--- config.mk ---
export PLATFORM = sky130hd
export DESIGN_NAME = instruction_fetch
export DESIGN_NICKNAME = d
export VERILOG_FILES = /design/src/rtl/isa_pkg.sv /design/src/rtl/instr_fifo.sv /design/src/rtl/instruction_fetch.sv
export SDC_FILE = /design/constraint.sdc
export NUM_CORES = 1
export LEC_CHECK = 0
export CAP_MARGIN = 0
export CORE_ASPECT_RATIO = 0.6
export CORE_MARGIN = 4
export CORE_UTILIZATION = 52
export CTS_CLUSTER_SIZE = 20
export DETAILED_ROUTE_END_ITERATION = 16
export HOLD_SLACK_MARGIN = 0.08
export PLACE_DENSITY_LB_ADDON = 0.1
export SLEW_MARGIN = 15
export SYNTH_ARGS = -nofsm -noshare
export SYNTH_HDL_FRONTEND = slang
export SYNTH_SLANG_ARGS = --single-unit
--- constraint.sdc ---
create_clock -name clk_in -period 9.1 [get_ports clk_in]
set_input_delay 1.82 -clock clk_in [delete_from_list [all_inputs] [get_ports clk_in]]
set_output_delay 1.82 -clock clk_in [all_outputs]
set_load 0.02 [all_outputs]
--- src/rtl/isa_pkg.sv ---
// Shared ISA definitions for the instruction front end: word width default,
// opcode encoding, fetch FSM states and a PC-width helper.
package isa_pkg;

  localparam int DEFAULT_INSTRUCTION_WIDTH = 32;

  // Major opcode field carried in the top bits of each instruction word.
  typedef enum logic [5:0] {
    OP_NOP   = 6'd0,
    OP_LOAD  = 6'd1,
    OP_STORE = 6'd2,
    OP_ADD   = 6'd3,
    OP_MUL   = 6'd4,
    OP_JUMP  = 6'd5,
    OP_BRZ   = 6'd6,
    OP_END   = 6'd63
  } opcode_t;

  // Fetch sequencer states.
  typedef enum logic [1:0] {
    IDLE    = 2'd0,
    FETCH   = 2'd1,
    DRAINED = 2'd2
  } fetch_state_t;

  // Width of a program counter able to index `count` instructions (at least 1).
  function automatic int pc_width(input int count);
    return (count > 1) ? $clog2(count) : 1;
  endfunction

endpackage

--- src/rtl/instr_fifo.sv ---
// Prefetch buffer: synchronous FIFO whose head entry is held in a register,
// so rd_data/rd_valid come straight from flops. flush empties it in one cycle.
module instr_fifo #(
  parameter  int WIDTH = 32,
  parameter  int DEPTH = 4,
  localparam int AW    = $clog2(DEPTH),
  localparam int CW    = AW + 1
) (
  input  logic             clk_in,
  input  logic             rst_in,
  input  logic             flush,
  input  logic             wr_en,
  input  logic [WIDTH-1:0] wr_data,
  input  logic             rd_en,
  output logic [WIDTH-1:0] rd_data,
  output logic             rd_valid,
  output logic [CW-1:0]    count
);

  logic [WIDTH-1:0] mem [DEPTH];
  logic [AW-1:0]    wr_ptr_q;
  logic [AW-1:0]    rd_ptr_q;
  logic [CW-1:0]    count_q;
  logic [WIDTH-1:0] head_q;
  logic             valid_q;

  logic             push;
  logic             pop;
  logic [AW-1:0]    rd_ptr_next;
  logic [CW-1:0]    count_next;
  logic [WIDTH-1:0] head_next;

  // Next pointer/count and the word that will sit at the head after this edge.
  always_comb begin
    // NOTE: every signal driven here gets a value on every path through the
    // block; a path that left one unassigned would infer a latch.
    push        = wr_en && (count_q != CW'(DEPTH));
    pop         = rd_en && (count_q != '0);
    rd_ptr_next = rd_ptr_q + AW'(pop);
    count_next  = count_q + CW'(push) - CW'(pop);
    // The slot being written becomes the head only when nothing older remains.
    head_next   = (push && (wr_ptr_q == rd_ptr_next)) ? wr_data : mem[rd_ptr_next];
  end

  // Storage array write port.
  // NOTE: the storage array is deliberately not reset; count/pointers say
  // which entries are meaningful, and leaving it reset-free lets it map to RAM.
  always_ff @(posedge clk_in) begin
    if (push && !flush) begin
      mem[wr_ptr_q] <= wr_data;
    end
  end

  // Pointers, occupancy and the registered head entry.
  always_ff @(posedge clk_in or negedge rst_in) begin
    // NOTE: state is updated with non-blocking assignments so every register
    // samples the pre-edge values regardless of statement order.
    if (!rst_in) begin
      wr_ptr_q <= '0;
      rd_ptr_q <= '0;
      count_q  <= '0;
      head_q   <= '0;
      valid_q  <= 1'b0;
    end else if (flush) begin
      wr_ptr_q <= '0;
      rd_ptr_q <= '0;
      count_q  <= '0;
      valid_q  <= 1'b0;
    end else begin
      if (push) begin
        wr_ptr_q <= wr_ptr_q + 1'b1;
      end
      rd_ptr_q <= rd_ptr_next;
      count_q  <= count_next;
      valid_q  <= (count_next != '0);
      if (count_next != '0) begin
        head_q <= head_next;
      end
    end
  end

  assign rd_data  = head_q;
  assign rd_valid = valid_q;
  assign count    = count_q;

endmodule

--- src/rtl/instruction_fetch.sv ---
// Instruction fetch front end: issues reads to a 2-cycle-latency instruction
// BRAM, tags each read with an epoch so redirects discard stale returns, and
// buffers returned words in a small FIFO feeding a valid/ready consumer.
module instruction_fetch
  import isa_pkg::*;
#(
  parameter  int INSTRUCTION_WIDTH = DEFAULT_INSTRUCTION_WIDTH,
  parameter  int INSTRUCTION_COUNT = 20,
  parameter  int FIFO_DEPTH        = 4,
  localparam int PW                = pc_width(INSTRUCTION_COUNT)
) (
  input  logic                         clk_in,
  input  logic                         rst_in,
  input  logic                         start_in,
  input  logic                         stop_in,
  input  logic                         redirect_valid_in,
  input  logic [PW-1:0]                redirect_pc_in,
  output logic                         bram_en_out,
  output logic [PW-1:0]                bram_addr_out,
  input  logic [INSTRUCTION_WIDTH-1:0] bram_dout_in,
  output logic [INSTRUCTION_WIDTH-1:0] instr_out,
  output logic [PW-1:0]                instr_pc_out,
  output logic                         instr_valid_out,
  input  logic                         instr_ready_in,
  output logic                         busy_out,
  output logic                         error_out
);

  localparam int            CW      = $clog2(FIFO_DEPTH) + 1;
  localparam int            FW      = PW + INSTRUCTION_WIDTH;
  localparam logic [PW-1:0] LAST_PC = PW'(INSTRUCTION_COUNT - 1);
  localparam logic [31:0]   COUNT32 = 32'(INSTRUCTION_COUNT);

  fetch_state_t state_q, state_d;
  logic [PW-1:0] pc_q, pc_d;
  logic [1:0]    epoch_q, epoch_d;
  logic          error_q, error_d;
  logic          flush;
  logic          issue;
  logic          credit_ok;
  logic [CW:0]   occupancy;
  logic [31:0]   redirect_pc_ext;

  // Two-deep record of reads in flight, matching the BRAM latency.
  logic          s1_valid_q, s2_valid_q;
  logic [1:0]    s1_epoch_q, s2_epoch_q;
  logic [PW-1:0] s1_pc_q, s2_pc_q;

  logic          fifo_wr;
  logic          fifo_rd;
  logic [FW-1:0] fifo_rd_data;
  logic          fifo_valid;
  logic [CW-1:0] fifo_count;

  assign redirect_pc_ext = {{(32-PW){1'b0}}, redirect_pc_in};

  // Buffered plus in-flight words; a read may issue only if it is sure to fit.
  assign occupancy = {1'b0, fifo_count} + {{CW{1'b0}}, s1_valid_q} + {{CW{1'b0}}, s2_valid_q};
  assign credit_ok = (occupancy < (CW+1)'(FIFO_DEPTH));

  // Next-state, PC/epoch update and read issue; stop > start > redirect > fetch.
  always_comb begin
    state_d = state_q;
    pc_d    = pc_q;
    epoch_d = epoch_q;
    error_d = error_q;
    flush   = 1'b0;
    issue   = 1'b0;

    if (stop_in) begin
      state_d = IDLE;
      flush   = 1'b1;
      epoch_d = epoch_q + 2'd1;
    end else if (start_in) begin
      state_d = FETCH;
      pc_d    = '0;
      flush   = 1'b1;
      epoch_d = epoch_q + 2'd1;
    end else if (redirect_valid_in) begin
      flush   = 1'b1;
      epoch_d = epoch_q + 2'd1;
      if (redirect_pc_ext >= COUNT32) begin
        state_d = DRAINED;
        error_d = 1'b1;
      end else begin
        state_d = FETCH;
        pc_d    = redirect_pc_in;
      end
    end else begin
      case (state_q)
        FETCH: begin
          if (credit_ok) begin
            issue = 1'b1;
            pc_d  = pc_q + 1'b1;
            if (pc_q == LAST_PC) begin
              state_d = DRAINED;
            end
          end
        end
        default: ;
      endcase
    end
  end

  // FSM state, fetch PC, epoch and sticky error register.
  always_ff @(posedge clk_in or negedge rst_in) begin
    if (!rst_in) begin
      state_q <= IDLE;
      pc_q    <= '0;
      epoch_q <= '0;
      error_q <= 1'b0;
    end else begin
      state_q <= state_d;
      pc_q    <= pc_d;
      epoch_q <= epoch_d;
      error_q <= error_d;
    end
  end

  // In-flight shift register: stage 2 lines up with the BRAM data return.
  always_ff @(posedge clk_in or negedge rst_in) begin
    if (!rst_in) begin
      s1_valid_q <= 1'b0;
      s1_epoch_q <= '0;
      s1_pc_q    <= '0;
      s2_valid_q <= 1'b0;
      s2_epoch_q <= '0;
      s2_pc_q    <= '0;
    end else begin
      s1_valid_q <= issue;
      s1_epoch_q <= epoch_q;
      s1_pc_q    <= pc_q;
      s2_valid_q <= s1_valid_q;
      s2_epoch_q <= s1_epoch_q;
      s2_pc_q    <= s1_pc_q;
    end
  end

  // Returning words from an older epoch, or arriving during a flush, are dropped.
  assign fifo_wr = s2_valid_q && (s2_epoch_q == epoch_q) && !flush;
  assign fifo_rd = fifo_valid && instr_ready_in;

  instr_fifo #(
    .WIDTH (FW),
    .DEPTH (FIFO_DEPTH)
  ) u_fifo (
    .clk_in   (clk_in),
    .rst_in   (rst_in),
    .flush    (flush),
    .wr_en    (fifo_wr),
    .wr_data  ({s2_pc_q, bram_dout_in}),
    .rd_en    (fifo_rd),
    .rd_data  (fifo_rd_data),
    .rd_valid (fifo_valid),
    .count    (fifo_count)
  );

  assign bram_en_out     = issue;
  assign bram_addr_out   = pc_q;
  assign instr_out       = fifo_rd_data[INSTRUCTION_WIDTH-1:0];
  assign instr_pc_out    = fifo_rd_data[INSTRUCTION_WIDTH +: PW];
  assign instr_valid_out = fifo_valid;
  assign busy_out        = (state_q != IDLE);
  assign error_out       = error_q;

endmodule
==> impl_results.md, run 1 <==
- Outcome: finished, final reports clean
- Post-synthesis compound-gate area fraction: 4.81%
- H-tree depth: 1
- DRC: 0
- Final setup vio count: 0
- Core area: 0.0157 mm2
- Drt initial violations: 350
- Ys flop type: edfxtp_1
- # nets final: 636
- Area post-placement: 0.00955 mm2
- Vias in the first global route: 4726
- Worst-path clk slew: 0.06 ns
- Hold Buf Count CTS: 0
- Critical path class: in -> out
- Post-CTS Setup Repair Bufs: 0
- Share of the yosys chip area belonging to registers: 73.3%
- Worst reg2reg path depth: 12
- Post-synth EDFFs: 148
- Yosys reg bits: 219
- CTS root buf: clkbuf_16
- Slew @ Worst Pin: 1.09 ns
- Top cells by area, synth: edfxtp_1, dfrtp_1, mux4_2
- Largest net degree at the start of global routing: 72
- Post-synth top cells: edfxtp_1, nand2_1, dfrtp_1
- Clock share of power: 38.4%
- Critical Path End Type: output port
- Power density cells: 199 mW/mm2
- Synth Area in Adders: 1.71%
- Initial antenna violation count: 0
- DP Cell Count: 762
- DR WL/cell: 21.1 um
- Final Cell Area: 0.0102 mm2
- Crit-path most repeated cell: clkdlybuf4s50_1
- Fmax: 177 MHz
- Crit-path cells: clkdlybuf4s50_1 > or3_4 > nor2_1 > clkdlybuf4s50_1
- # rows: 35
- Initial core utilization: 54.1%
- Library cells used by synthesis: 43
- Clk_lat worst skew: 0.49 ns
- Sink Count: 219
- CTS tree: built
- WHS Path Cells: 0
- CP delay by family, top: buffers and inverters
- Clk_skew: 0.0135 ns
- Hold Slack: 0.349 ns
- Fillers: 1113
- Largest family of logic cells by synthesized area: multiplexers
- Mux cell area share after synthesis: 10.6%
- Final Cycle Share: 62.1%
- XOR/XNOR share of the synthesized area: 1.11%
- Ys Warns: 0
- Synth async-reset ratio: 32.4%
- Pre-Repair DR Iteration Count: 5
- Layout cells sized above 1: 13.8%
- Period minus WS final: 5.65 ns
- Total number of vias: 4523
- Die area: 0.0185 mm2
- WP buf/inv: 2
- ANT nets after route: 0
- Post-Syn Area: 0.00849 mm2
- MaxCap Viol Count: 0
- Peak supply drop: 0.000104 V
- Share of total power in sequential cells: 56.0%
- Crit path launch type: primary input
- Simple-gate share of the synthesized area: 6.68%
- Port bufs: 88
- Post-synth top area cell: edfxtp_1
- Slew margin rel.: 27.0%
- Critical path arrival: 3.83 ns
- Area Growth Syn to Fin: 19.7%
- HPWL Detailed: 9780 um
- CP max stage cell: clkdlybuf4s50_1
- Gpl congestion: 0.783
- Max incr delay on CP: 0.67 ns
- RSZ-0062 raised after global routing: false
- Non-Filler Instances: 799
- NetSw: 0.431 mW
- Most common cell in the synthesized netlist: edfxtp_1
- GRT overflow: 0
- Width of the chip: 173 um
- Leakage: 3.74 nW
- CP max FO: 15
- Max Slew Vio Count: 0
- Pint: 1.59 mW
- Syn Inst Count: 491
- Die H: 107 um
- Critical Path RT: 7.28 ns
- First-pass GRT wire length: 27000 um
- Setup TNS: 0 ns
- Synth Net Count: 545
- Post-CTS sizing: 0
- Total CTS buffers: 20
- Routed WL: 16900 um
- Clk buf depth: 3
- Switching power share of the total: 21.3%
- Via-to-Cell Ratio: 5.66
- Tot GR Track Use: 18.6%
- Combinational share of power: 5.6%
- Cell count along the critical path: 4
- Final Hold Vio Count: 0
- Share of the synthesized area in the top cell type: 52.4%
- Avg Cell Area, Syn: 17.3 um2
- Tightest Hold Check Type: reg -> reg
- IO Count: 89
- Antenna Diode Count: 0
-- through the flow --
| step | setup WS (ns) | total power, mW | util, % |
|---|---|---|---|
| after floorplan | 4.42 | 1.20 | - |
| after global placement | 2.76 | 1.27 | 60.9 |
| after detailed placement | 2.55 | 1.27 | 60.9 |
| after CTS | 3.05 | 2.04 | 64.7 |
| after global routing | 3.21 | 2.10 | 64.8 |
| final | 3.45 | 2.02 | 64.8 |
-- routing by layer --
| metal | vias to the layer above | GRT usage, % | share of wire [%] |
|---|---|---|---|
| met5 | - | 0 | 0 |
| met2 | 123 | 28.2 | 45 |
| met3 | 26 | 3.63 | 5.0 |
| met1 | 2314 | 28.2 | 48 |
| li1 | 2060 | - | - |
| met4 | 0 | 4.38 | 1.7 |
-- power by group through the flow --
| stage | Combinational (mW) | Sequential (mW) | Clock (mW) |
|---|---|---|---|
| 2_1_floorplan | 0.0351 | 1.16 | 0 |
| 3_3_place_gp | 0.112 | 1.15 | 0 |
| 3_5_place_dp | 0.114 | 1.16 | 0 |
| 4_1_cts | 0.115 | 1.14 | 0.792 |
| 5_1_grt | 0.123 | 1.14 | 0.834 |
| 6_report | 0.113 | 1.13 | 0.777 |
-- cells in the final DEF, fill, tap and decap left out, types with 3 or more instances in the layout --
| cell type | synthesis | final |
|---|---|---|
| dfrtp_1 | 71 | 71 |
| a21oi_1 | 5 | 5 |
| mux2i_1 | 4 | 4 |
| nor2b_1 | 4 | 4 |
| edfxtp_1 | 148 | 148 |
| nand2_1 | 80 | 80 |
| xnor2_1 | 5 | 5 |
| clkinv_1 | 0 | 3 |
| nand3_1 | 11 | 11 |
| ha_1 | 10 | 9 |
| mux4_2 | 37 | 37 |
| nor2_1 | 12 | 12 |
| inv_1 | 9 | 9 |
| clkbuf_1 | 11 | 9 |
| buf_4 | 1 | 3 |
| nor4_1 | 3 | 3 |
| clkbuf_16 | 0 | 21 |
| a22oi_1 | 37 | 37 |
| clkdlybuf4s50_1 | 0 | 87 |
| and2_2 | 0 | 4 |
-- sequential cells by signal (all words and copies together), names as in the netlist, 2 cells and up --
name and flops:
bram_addr_out 5, epoch_q 2, s1_epoch_q 2, s1_pc_q 5, s2_epoch_q 2, s2_pc_q 5
state_q 2, u_fifo.count 3, u_fifo.mem 148, u_fifo.rd_data 37, u_fifo.rd_ptr_q 2, u_fifo.wr_ptr_q 2
-- area by class of cell --
type	instances	area, um2	area share, %
clock buffer	31	573	5.64
clock inverter	5	22.5	0.222
inverter	9	33.8	0.333
multi-input combinational	241	2150	21.1
sequential	219	6220	61.3
tap	203	254	2.50
timing repair buffer	91	905	8.91
-- final timing paths --
check | startpoint | to | slack [ns]
max in group asynchronous | rst_in | u_fifo.wr_ptr_q[1]$_DFFE_PN0P_ | 6.98
min in group asynchronous | rst_in | u_fifo.rd_data[16]$_DFFE_PN0P_ | 1.47
worst max-delay path | redirect_valid_in | bram_en_out | 3.45
worst min-delay path | s1_epoch_q[1]$_DFF_PN0_ | s2_epoch_q[1]$_DFF_PN0_ | 0.35
worst max register to register | epoch_q[0]$_DFFE_PN0P_ | u_fifo.rd_data[13]$_DFFE_PN0P_ | 5.06
worst min register to register | s1_epoch_q[1]$_DFF_PN0_ | s2_epoch_q[1]$_DFF_PN0_ | 0.35
-- logic make-up (layout without fill, tap and decap cells) --
logic type | after synthesis | in the layout
adders and majority gates | 11 | 11
xor gates and xnor gates | 9 | 9
and+or+nand+nor | 125 | 125
muxes | 43 | 43
buffers and inverters | 31 | 136
AOI/OAI and AO/OA | 53 | 53
DFF | 219 | 219
No activity file was read; power rests on OpenSTA's default activity.
==> inputs of run 2 (changes only) <==
--- a/config.mk
+++ b/config.mk
@@ -8,7 +8,7 @@
 export CAP_MARGIN = 0
 export CORE_ASPECT_RATIO = 0.6
 export CORE_MARGIN = 4
-export CORE_UTILIZATION = 52
+export CORE_UTILIZATION = 51
 export CTS_CLUSTER_SIZE = 20
 export DETAILED_ROUTE_END_ITERATION = 16
 export HOLD_SLACK_MARGIN = 0.08
==> constraint.sdc (replaced) <==
create_clock -name clk_in -period 5.1 [get_ports clk_in]
set_input_delay 1.02 -clock clk_in [delete_from_list [all_inputs] [get_ports clk_in]]
set_output_delay 1.02 -clock clk_in [all_outputs]
set_load 0.02 [all_outputs]
==> run 2 against run 1 <==
  * Global-route usage is essentially flat
  * Wire length grew 1.6%
  * Cell area grew 1.8%
  * Worst setup slack lost 2.5 ns
  * Die area grew 1.8%
  * Critical path depth grew 8
  * Final cell count grew 4.3%
  * Utilization shrank 1.2 points
  * Power grew 85%
  * Sequential power grew 80%
  * Worst hold slack gained 0.0026 ns
  * Largest power group unchanged
  * Highest routed layer unchanged
==> impl_results.md, run 2 (synthesized netlist as in run 1, its figures left out) <==
- Layout cells sized above 1: 16.4%
- # nets final: 646
- Gpl congestion: 0.785
- Initial antenna violation count: 0
- HP Start: s1_epoch_q[0]$_DFF_PN0_
- Die H: 108 um
- Critical Path RT: 5.52 ns
- Critical path class: in -> reg
- Post-CTS sizing: 0
- Clk_skew: 0.00894 ns
- GR Layer Usage met1: 27.5%
- Busiest layer in global routing: met2
- Area Growth Syn to Fin: 21.9%
- Initial core utilization: 52.2%
- CTS root buf: clkbuf_16
- Setup crit start: stop_in
- Most common cell after layout, fill and taps aside: edfxtp_1
- Port bufs: 88
- CP max FO: 16
- GRT overflow: 0
- Max Slew Vio Count: 0
- Final Cell Area: 0.0103 mm2
- HPWL Detailed: 10300 um
- Max reg flops: 148
- Via-to-Cell Ratio: 5.55
- Final setup vio count: 0
- Critical Path End Type: flop
- Period minus WS final: 4.14 ns
- Tot GR Track Use: 18.5%
- Met2 global-route usage: 29.0%
- Worst-path clk slew: 0.06 ns
- Clk_lat worst skew: 0.48 ns
- Slew @ Worst Pin: 0.977 ns
- Tightest Hold Check Type: reg -> reg
- CTS tree: built
- Slew margin rel.: 34.9%
- Final Cycle Share: 81.1%
- Antenna Diode Count: 0
- Leakage: 3.84 nW
- Largest net degree at the start of global routing: 72
- Width of the chip: 175 um
- Final Hold Vio Count: 0
- Critical path arrival: 4.56 ns
- RSZ-0062 raised after global routing: false
- MaxCap Viol Count: 0
- Setup TNS: 0 ns
- Hold Buf Count CTS: 0
- Peak supply drop: 0.000281 V
- Area post-placement: 0.00967 mm2
- Vias in the first global route: 4866
- Met3 global-route usage: 4.28%
- Hold Slack: 0.352 ns
- Routed WL: 17100 um
- Post-CTS Setup Repair Bufs: 0
- Outcome: finished, final reports clean
- Total CTS buffers: 20
- DRC: 0
- Crit path launch type: primary input
- Pre-Repair DR Iteration Count: 5
- H-tree depth: 1
- Core area: 0.0163 mm2
- Power density cells: 362 mW/mm2
- R2r startpoint: epoch_q[1]$_DFFE_PN0P_
- DR WL/cell: 20.6 um
- Clk buf depth: 3
- Drt initial violations: 360
- IO Count: 89
- First-pass GRT wire length: 27200 um
- Die area: 0.0188 mm2
- Highest-count cells in the layout ignoring fill and taps: edfxtp_1, clkdlybuf4s50_1, nand2_1
- Sink Count: 219
- ANT nets after route: 0
- Total number of vias: 4625
- Fmax: 242 MHz
- Reg with most FFs: u_fifo.mem
- # rows: 36
==> run 2: layout make-up <==
class	instances	area (um2)
clock inverter	10	96.3
timing repair buffer	101	988
tap	228	285
fill	1155	5920
sequential	219	6220
inverter	9	33.8
multi-input combinational	241	2150
clock buffer	25	571
==> run 2: path summary, 6_finish.rpt <==
| path | slack, ns | end | cells past startpoint |
|---|---|---|---|
| max in group asynchronous | 3.78 | s2_pc_q[0]$_DFF_PN0_ | 1 |
| hold reg to reg | 0.35 | s2_epoch_q[0]$_DFF_PN0_ | 0 |
| setup / recovery | 0.96 | u_fifo.rd_data[29]$_DFFE_PN0P_ | 12 |
| setup reg to reg | 1.56 | u_fifo.rd_data[29]$_DFFE_PN0P_ | 12 |
| hold / removal | 0.35 | s2_epoch_q[0]$_DFF_PN0_ | 0 |
| min in group asynchronous | 0.69 | s1_epoch_q[1]$_DFF_PN0_ | 1 |
==> run 2: critical path, stage by stage <==
cell and delay (ns):
clkdlybuf4s50_1 0.50, or3_4 0.52, nor2_1 0.37, ha_1 0.22, inv_1 0.05, fa_1 0.37, xnor2_1 0.17, a31o_4 0.27
o21ba_2 0.53, buf_4 0.33, a22oi_1 0.11, nand2_1 0.08
==> run 2: per-stage QoR <==
stage	power, mW	utilization (%)	setup slack (ns)	instances
6_report	3.74	63.6	0.964	833
5_1_grt	3.88	63.6	0.795	833
4_1_cts	3.78	63.6	0.936	833
3_5_place_dp	2.27	59.5	0.435	798
3_3_place_gp	2.26	59.5	0.642	798
2_1_floorplan	2.13	-	1.40	491
==> run 2: where the power goes <==
| part | switching [mW] | internal, mW | total (mW) |
|---|---|---|---|
| Combinational | 0.105 | 0.100 | 0.205 |
| Sequential | 0.0549 | 1.97 | 2.03 |
| Clock | 0.619 | 0.892 | 1.51 |
| Total | 0.779 | 2.96 | 3.74 |
==> run 2: per-layer routing <==
layer  vias to the layer above  part of all wire, %
met1                      2372                   44
met4                         0                  1.0
li1                       2082                    -
met3                        17                  8.2
met5                         -                    0
met2                       154                   47
